**config.mk**
```make
export PLATFORM = sky130hd
export DESIGN_NAME = max7219_ctrl
export DESIGN_NICKNAME = d
export VERILOG_FILES = /design/src/rtl/max7219_ctrl.sv
export SDC_FILE = /design/constraint.sdc
export NUM_CORES = 1
export LEC_CHECK = 0
export CAP_MARGIN = 10
export CORE_ASPECT_RATIO = 0.5
export CORE_MARGIN = 4
export CORE_UTILIZATION = 65
export CTS_CLUSTER_DIAMETER = 150
export DETAILED_ROUTE_END_ITERATION = 16
export MAX_ROUTING_LAYER = met4
export PLACE_DENSITY = 0.86
export SLEW_MARGIN = 15
export SYNTH_ARGS = -nofsm -noshare
export SYNTH_HDL_FRONTEND = slang
export SYNTH_SLANG_ARGS = --single-unit
```
**constraint.sdc**
```tcl
create_clock -name clk -period 8.4 [get_ports clk]
set_input_delay 0.84 -clock clk [delete_from_list [all_inputs] [get_ports clk]]
set_output_delay 0.84 -clock clk [all_outputs]
set_load 0.03 [all_outputs]
```
**src/rtl/max7219_ctrl.sv**
```systemverilog
// MAX7219 word scheduler and SPI driver: runs the power-up register sequence, then
// mirrors an 8-digit buffer into the chip (changed digits only) and arbitrates host writes.
module max7219_ctrl #(
  parameter int unsigned CLK_DIV   = 25,
  parameter logic [3:0]  INTENSITY = 4'hF
) (
  input  logic       clk,
  input  logic       reset,
  input  logic       wr_en,
  input  logic [2:0] wr_idx,
  input  logic [7:0] wr_data,
  input  logic       req,
  input  logic [7:0] req_addr,
  input  logic [7:0] req_data,
  output logic       ack,
  output logic       spi_clk,
  output logic       dout,
  output logic       cs,
  output logic       init_done,
  output logic       busy
);

  localparam logic [8:0] DIV_LAST = 9'(2 * CLK_DIV - 1);
  localparam logic [8:0] DIV_HALF = 9'(CLK_DIV);

  typedef enum logic [1:0] {S_INIT, S_IDLE, S_SHIFT, S_GAP} state_e;

  state_e      state_q, state_d;
  logic [15:0] sr_q, sr_d;
  logic [8:0]  div_q, div_d;
  logic [3:0]  bit_q, bit_d;
  logic [2:0]  init_cnt_q, init_cnt_d;
  logic        init_done_q, init_done_d;
  logic        ack_q, ack_d;
  logic [7:0]  dirty_q, dirty_d;
  logic [2:0]  ptr_q, ptr_d;
  logic [7:0]  buf_q [8];
  logic [7:0]  buf_d [8];

  logic [15:0] init_word;
  logic        sel_vld;
  logic [2:0]  sel_idx;
  logic [2:0]  cand;

  always_comb begin
    case (init_cnt_q)
      3'd0:    init_word = 16'h0F00;
      3'd1:    init_word = 16'h0B07;
      3'd2:    init_word = 16'h09FF;
      3'd3:    init_word = {8'h0A, 4'h0, INTENSITY};
      default: init_word = 16'h0C01;
    endcase
  end

  // Round-robin scan: first dirty digit at or after the pointer, wrapping 7->0.
  always_comb begin
    sel_vld = 1'b0;
    sel_idx = ptr_q;
    cand    = '0;
    for (int unsigned k = 0; k < 8; k++) begin
      cand = ptr_q + 3'(k);
      if (!sel_vld && dirty_q[cand]) begin
        sel_vld = 1'b1;
        sel_idx = cand;
      end
    end
  end

  always_ff @(posedge clk) begin
    if (!reset) begin
      state_q     <= S_INIT;
      sr_q        <= '0;
      div_q       <= '0;
      bit_q       <= '0;
      init_cnt_q  <= '0;
      init_done_q <= 1'b0;
      ack_q       <= 1'b0;
      dirty_q     <= '1;
      ptr_q       <= '0;
      for (int unsigned i = 0; i < 8; i++) buf_q[i] <= '0;
    end else begin
      state_q     <= state_d;
      sr_q        <= sr_d;
      div_q       <= div_d;
      bit_q       <= bit_d;
      init_cnt_q  <= init_cnt_d;
      init_done_q <= init_done_d;
      ack_q       <= ack_d;
      dirty_q     <= dirty_d;
      ptr_q       <= ptr_d;
      buf_q       <= buf_d;
    end
  end

  always_comb begin
    state_d     = state_q;
    sr_d        = sr_q;
    div_d       = div_q;
    bit_d       = bit_q;
    init_cnt_d  = init_cnt_q;
    init_done_d = init_done_q;
    ack_d       = 1'b0;
    dirty_d     = dirty_q;
    ptr_d       = ptr_q;
    buf_d       = buf_q;
    unique case (state_q)
      S_INIT: begin
        sr_d    = init_word;
        div_d   = '0;
        bit_d   = '0;
        state_d = S_SHIFT;
      end
      S_IDLE: begin
        div_d = '0;
        bit_d = '0;
        if (req && init_done_q) begin
          sr_d    = {req_addr, req_data};
          ack_d   = 1'b1;
          state_d = S_SHIFT;
        end else if (sel_vld) begin
          sr_d             = {8'(sel_idx) + 8'd1, buf_q[sel_idx]};
          dirty_d[sel_idx] = 1'b0;
          ptr_d            = sel_idx + 3'd1;
          state_d          = S_SHIFT;
        end
      end
      S_SHIFT: begin
        if (div_q == DIV_LAST) begin
          div_d = '0;
          sr_d  = {sr_q[14:0], 1'b0};
          bit_d = bit_q + 4'd1;
          if (bit_q == 4'd15) state_d = S_GAP;
        end else begin
          div_d = div_q + 9'd1;
        end
      end
      S_GAP: begin
        if (div_q == DIV_LAST) begin
          div_d = '0;
          if (init_done_q) begin
            state_d = S_IDLE;
          end else if (init_cnt_q == 3'd4) begin
            init_done_d = 1'b1;
            state_d     = S_IDLE;
          end else begin
            init_cnt_d = init_cnt_q + 3'd1;
            state_d    = S_INIT;
          end
        end else begin
          div_d = div_q + 9'd1;
        end
      end
      default: state_d = S_INIT;
    endcase
    // Applied after the arbitration clear so a same-cycle write keeps the digit dirty.
    if (wr_en) begin
      buf_d[wr_idx]   = wr_data;
      dirty_d[wr_idx] = 1'b1;
    end
  end

  always_comb begin
    cs        = (state_q != S_SHIFT);
    spi_clk   = (state_q == S_SHIFT) && (div_q >= DIV_HALF);
    dout      = (state_q == S_SHIFT) && sr_q[15];
    busy      = (state_q == S_SHIFT) || (state_q == S_GAP);
    ack       = ack_q;
    init_done = init_done_q;
  end

endmodule

```
## Yosys cells after proc, flatten, opt, wreduce, memory -nomap -nowiden

Cells that the tools add are included.

- Register bits after elaboration: 111
- Word-level logic and storage cells: 166

- Add/sub/neg operators: 12
- Order comparisons: 16
- Eq/ne operators: 14
- Multiplexer cells: 65
- Bitwise operators: 8
- Reductions and logical operators: 34

Operators with widths:

| operator | number |
|---|---|
| bitwise mux 64 bit | 1 |
| 2-to-1 mux 8 bit | 7 |
| 2-to-1 mux 16 bit | 3 |
| one-hot mux 16 bit (3 select lines) | 1 |
| one-hot mux 11 bit (4 select lines) | 1 |
| less-than comparator 3 x 4 -> 1 bit (second input constant) | 10 |
| binary-select mux 1 bit (select 3 bit) | 8 |
| binary-select mux 8 bit (select 3 bit) | 1 |
| demux 8 bit (select 3 bit) | 1 |
| 2-to-1 mux 1 bit | 23 |
| 2-to-1 mux 3 bit | 7 |
| one-hot mux 9 bit (2 select lines) | 1 |
| logical AND 1 bit | 13 |
| adder 3 bit (second input constant) | 4 |
| 2-to-1 mux 2 bit | 5 |
| adder 3 x 1 -> 3 bit (second input constant) | 3 |
| adder 9 x 1 -> 9 bit (second input constant) | 1 |
| == test 9 x 6 -> 1 bit (second input constant) | 1 |
| greater-or-equal comparator 9 x 5 -> 1 bit (second input constant) | 1 |
| 2-to-1 mux 9 bit | 1 |
| bitwise AND 8 bit | 1 |
| greater-or-equal comparator 4 bit (second input constant) | 2 |
| != test 2 bit (second input constant) | 4 |
| inverter 3 -> 4 bit | 2 |
| other kinds (29) | 47 |

## Depth between registers and ports, before layout

Gate-level depths: netlist (run 1).

- Depth after elaboration: 35
- Depth in mapped cells: 21

## Worst setup path before layout (run 1)

Ideal clock, no wire load.

- Path kind: register to register
- Start point: register ptr_q[0]
- End point: register sr_q[9]
- Arrival: 4.357 ns
- Required time: 8.272 ns
- Path slack: 3.915 ns
- Stages on the path, launching flop included: 22
- Buffers on the path: 6
- Period minus slack after synthesis: 4.485 ns
- Cells stage by stage: dfxtp_1 -> buf_2 -> buf_2 -> inv_1 -> ha_1 -> buf_6 -> buf_8 -> mux2_4 -> mux4_2 -> or3_4 -> a22oi_1 -> a211oi_1 -> nand2_2 -> inv_2 -> buf_4 -> buf_6 -> ha_1 -> mux2_2 -> a221oi_1 -> a211oi_1 -> a21oi_1 -> nor2_1

- Longest elaborated chain between the ends: 28
- Elaborated cells between the ends (all ways): 58
- Those cells by class: 8 x add/sub; 1 x eq/ne; 34 x mux; 15 x reduce/logical

Ends and longest elaborated chain:

| item | RTL line | RTL |
|---|---|---|
| start, declared | 36 | `logic [2:0] ptr_q, ptr_d;` |
| start signal, assigned | 90 | `ptr_q <= ptr_d;` |
| parallel branches: the longest is 28 deep, another holds adder 3 x 1 -> 3 bit | - |  |
| end signal, assigned | 83 | `sr_q <= sr_d;` |
| end, declared | 29 | `logic [15:0] sr_q, sr_d;` |

Parallel ways; which one is timed is not known. The select of a mux whose other input is x is not followed.
A chain may end at the register's enable or synchronous reset.

## Worst setup path in the final report (run 1)

Same ends and word-level chain as after synthesis.

==> metrics.txt, run 1 <==
max_slew headroom 0.2536; Async S/R FF share, synth 0; Worst EP arrival 6420 ps; met3 WL 1443 um; global-route wire length before repair 27960 um; Reg-to-Reg Start ptr_q[0]; Core ar. 9478 um^2; metal1 wirelength 7583 um; Max Cap Viol 0; P_leak 2.234 nW; Area growth syn-to-layout 9.860%; Antenna diodes 0; cell area after synthesis 6332 um^2; setup TNS 0 ps; Clock transition at path regs 80 ps; largest net degree at the start of global routing 51; type of origin of the critical path register; max layer used met4; hold endpoint buf_q[49]; root buffer cell clkbuf_16; R2R setup slack 2200 ps; VDD IR-drop max 0.0001287 V; Synth top area share 0.3509; yosys warns 0; Final Hold Fails 0; CTS tree built; # setup viols final 0; Cells after Synth 829; sequential element share of the synthesized area 0.3509; Worst Setup Path Type reg -> reg; clock buffer depth 2; drt drc 0; worst-path fanout max 32; top post-synthesis cells by count nand2_1, dfxtp_1, a21oi_1, nor2_1, nand3_1; CTS buffer count 9; routed vias/inst 6.315; leading cell type by number of instances after synthesis nand2_1; initial antenna violation count 0; multi-input logic area 3810 um^2; die footprint 11480 um^2; required time of the worst setup path 8620 ps; cts hold-fix bufs 0; Post-synth EDFFs 0; port bufs 36; hold_ws 459.3 ps; clk sinks 111; worst hold start buf_q[49]; nature of the critical path endpoint register; fin. max-slew vios 0; H-tree depth 3; fraction of layout cells with a size suffix above 1 0.06747; total gr overflow 0; Area contributors post-synth dfxtp_1, nand2_1, a21oi_1; Storage cell area 2222 um^2; # nets final 871; synthesized net count 875; fin crit share 0.7380; Final ANT Viol Nets 0; post-DP HPWL 11870 um; HP Class reg -> reg; RSZ-0062 raised after global routing no; All-Layer GR Usage 0.3079; Register-to-Register Path Depth 15; hold-critical path depth 2; Critical R2R Capture sr_q[9]; Synth cell types 72; Layout fillers 778; skew final 8.725 ps; drt wl/cell 17.63 um; syn avg cell area 7.639 um^2; DRT iter0 DRCs 765; I/O pin cnt 37; starting density of the core 0.6681; metal2 WL 7766 um; Placer Congestion 0.9022; post-route minimum period 6199 ps; vias 6094; fmax 161.3 MHz; Die H 77.80 um; Rows 25; first-pass detailed-route iteration total 6; status completed; Post-CTS Resized 0; largest area contributor in the netlist dfxtp_1; Top FF cell, synth dfxtp_1; worst-skew pair later-pin latency 350 ps; worst slew pin tran 1111 ps; die width 147.6 um; number of global-route vias before repair 5627; final WL 17010 um; postcts setup bufs 0; PD cells 189.6 nW/um^2; FF+latch count, synth 111
[state kept, by name, summed over array words and instances (netlist names)]
name,flops
buf_q,64
state_q,2
init_cnt_q,3
bit_q,4
div_q,9
init_done,1
sr_q,16
dirty_q,8
ptr_q,3
ack,1
[worst max-delay path, cell delays in order, from the launching register on]
cell and delay, ps:
dfxtp_1 830, inv_1 260, ha_1 810, mux2_2 420
o22ai_1 380, nor2_1 100, a221o_1 400, a211oi_1 560
nand2_2 530, inv_2 600, ha_1 350, mux2_2 270
a221oi_1 260, a211oi_1 80, a21oi_1 160, nor2_1 50
[through the flow]
stage                     std cells  instance area [um^2]  power [W]    util  worst slack (ps)
after global placement          949                  6638  0.0008833  0.7003              2417
after detailed placement        949                  6638  0.0008907  0.7003              2251
final                           965                  6957   0.001319  0.7340              2201
after global routing            965                  6957   0.001382  0.7340              1669
after floorplan                 829                  6332  0.0008240       -              3915
after CTS                       965                  6952   0.001317  0.7335              2233
[routing by layer]
metal | GRT usage | up-vias
met2 | 0.4797 | 260
met4 | 0.06784 | 0
met3 | 0.05601 | 30
li1 | - | 2941
met1 | 0.4224 | 2863
met5 | - | -
[cells in the final DEF, fill, tap and decap left out, drive strengths merged, types with 3 or more instances in the layout]
cell type      count
nand2            190
o21bai             5
nor4               4
buf                3
nor3              25
a31oi             10
clkdlybuf4s50     36
mux2i             12
or3                7
and3b              8
clkbuf             9
ha                15
o21ai             27
nand2b            10
nand3             35
clkinv             5
mux2               9
nand4             12
nor2b              5
a221oi             8
a21oi            102
dfxtp            111
a22o               4
a22oi             10
inv               17
o211ai            13
mux4              10
xor2               3
o22ai              4
xnor2              9
nor2              62
o31ai              3
and2               7
a211oi             7
or2                5
or4                3
[worst max path at each step]
stage	end	depth (start not counted)	start
finish	sr_q[9]	15	ptr_q[0]
CTS	sr_q[9]	15	ptr_q[0]
detailed placement	sr_q[9]	15	ptr_q[0]
floorplan	sr_q[9]	21	ptr_q[0]
global route	sr_q[9]	15	ptr_q[0]
global placement	sr_q[9]	15	ptr_q[0]
[logic make-up after synthesis]
family                   count (synthesis)  share of synthesized area
AO/OA/AOI/OAI                          211                     0.2087
XOR/XNOR                                12                    0.01660
adder cells (fa/ha/maj)                 15                    0.02964
buffers and inverters                   69                    0.04821
flip-flops                             111                     0.3509
multiplexers                            31                    0.07232
AND/OR/NAND/NOR                        380                     0.2737
[power breakdown]
group,total (W),internal (W),switching [W]
registers,0.000585,0.000555,0.0000299
clock network,0.000432,0.000214,0.000218
logic,0.000302,0.000106,0.000196
[final cells by class]
class                   instances  share of cell area
clock buffers                   9             0.03237
clock inverters                 7             0.01277
inverters                      15            0.008453
multi-input cells             649              0.5477
flip-flops and latches        111              0.3194
well taps                     135             0.02428
repair buffers                 39             0.05504
Power figures use the tool's default switching activity.
==> inputs of run 2 (changes only) <==
CORE_UTILIZATION = 54   (was 65)
PLACE_DENSITY = 0.76   (was 0.86)
clock period = 5.5 ns   (was 8.4 ns; I/O delays follow)
==> metrics.txt, run 2 (same netlist as run 1, synthesis figures left out) <==
DRT iter0 DRCs 795; Final Hold Fails 0; die footprint 13630 um^2; post-DP HPWL 12090 um; Post-CTS Resized 0; worst-path fanout max 16; clk sinks 111; most frequent cells in the layout nand2_1, dfxtp_1, a21oi_1, nor2_1, clkdlybuf4s50_1; skew final 5.179 ps; max FFs per register 64; Largest Register buf_q; Area growth syn-to-layout 10.53%; root buffer cell clkbuf_16; met3 WL 1432 um; port bufs 36; vias 6103; type of origin of the critical path register; clock buffer depth 2; count of non-filler cells in the finished layout 996; first-pass detailed-route iteration total 5; Largest regs buf_q: 64 flops, sr_q: 16 flops, div_q: 9 flops; starting density of the core 0.5646; max_slew headroom 0.2171; metal1 wirelength 7861 um; drt wl/cell 16.92 um; fin crit share 0.8756; Cells after DPL 981; worst slew pin tran 1165 ps; required time of the worst setup path 5720 ps; fraction of layout cells with a size suffix above 1 0.07288; most common cell after layout, fill and taps aside nand2_1; Die H 84.57 um; Rows 27; VDD IR-drop max 0.0001389 V; largest net degree at the start of global routing 57; Post-Layout Inst Area 6999 um^2; Antenna diodes 0; max layer used met4; cts hold-fix bufs 0; multi-input logic area 3805 um^2; initial antenna violation count 0; # nets final 879; Area after DPL 6728 um^2; Worst EP arrival 5040 ps; routed vias/inst 6.128; postcts setup bufs 0; global-route wire length before repair 27620 um; H-tree depth 3; die width 161.1 um; number of global-route vias before repair 5362; worst-skew pair later-pin latency 350 ps; Max Cap Viol 0; R2R setup slack 680 ps; PD cells 284.1 nW/um^2; total gr overflow 0; Storage cell area 2222 um^2; setup TNS 0 ps; CTS tree built; # setup viols final 0; Worst Setup Path Type reg -> reg; Clock transition at path regs 70 ps; HP Class reg -> reg; status completed; All-Layer GR Usage 0.2537; CTS buffer count 9; Layout fillers 1038; Placer Congestion 0.9656; post-route minimum period 4816 ps; final WL 16850 um; I/O pin cnt 37; fmax 207.6 MHz; Core ar. 11220 um^2; metal2 WL 7264 um; drt drc 0; P_leak 2.242 nW; Final ANT Viol Nets 0; fin. max-slew vios 0; hold_ws 455.5 ps; nature of the critical path endpoint register; RSZ-0062 raised after global routing no
==> run 2: cell types whose count changed in the layout (fill, tap and decap cells not counted) <==
cell	change
buf_4	+8
clkinv_8	-3
clkinvlp_4	+3
clkinv_4	-2
clkbuf_1	+1
inv_6	+1
inv_8	-1
nor3_1	+1
nor3_2	-1
or2_0	+1
or2_1	-1
==> run 2: final timing paths <==
path / to / cells after the start / startpoint
max: sr_q[9] / 17 / ptr_q[1]
min: buf_q[31] / 2 / buf_q[31]
max reg2reg: sr_q[9] / 17 / ptr_q[1]
min reg2reg: buf_q[31] / 2 / buf_q[31]
==> run 2: layout make-up <==
cell class              count  share of cell area
clock buffers              10             0.03271
clock inverters             5            0.006078
inverters                  15            0.008402
multi-input cells         649              0.5436
flip-flops and latches    111              0.3175
well taps                 159             0.02842
repair buffers             47             0.06328
==> run 2: metrics by stage <==
step,utilization,worst slack (ps),power [W]
2_1_floorplan,-,1015,0.001258
3_3_place_gp,0.5998,796.6,0.001376
3_5_place_dp,0.5998,734.0,0.001380
4_1_cts,0.6241,716.9,0.001984
5_1_grt,0.6241,474.3,0.002080
6_report,0.6241,684.1,0.001988
==> run 2: metal layers <==
metal | vias to the layer above | global-route usage
met5 | - | -
met4 | 0 | 0.05805
met3 | 32 | 0.04463
met2 | 271 | 0.3601
met1 | 2845 | 0.3745
li1 | 2955 | -
==> run 2: critical path: stages, from the launching register on <==
cell and delay (ps):
dfxtp_1 310, buf_4 190, inv_1 130, ha_1 760, mux2_2 420, mux4_2 500, or3_4 380, and2_4 190
nor3_1 230, o41ai_2 130, a22o_4 280, inv_4 100, ha_1 250, mux2_2 270, a221oi_1 280, a211oi_1 80
a21oi_1 150, nor2_1 50
==> run 2: power breakdown <==
| group | switching [W] | leakage (nW) | internal, W |
|---|---|---|---|
| logic | 0.000311 | 1.22 | 0.000175 |
| registers | 0.0000383 | 0.900 | 0.000848 |
| clock network | 0.000306 | 0.123 | 0.000310 |
==> inputs of run 3 (changes only) <==
ABC_CLOCK_PERIOD_IN_PS = 5500   (was default)
==> results of run 3 <==
No change in the layout: final DEF, timing and power equal those of run 2.
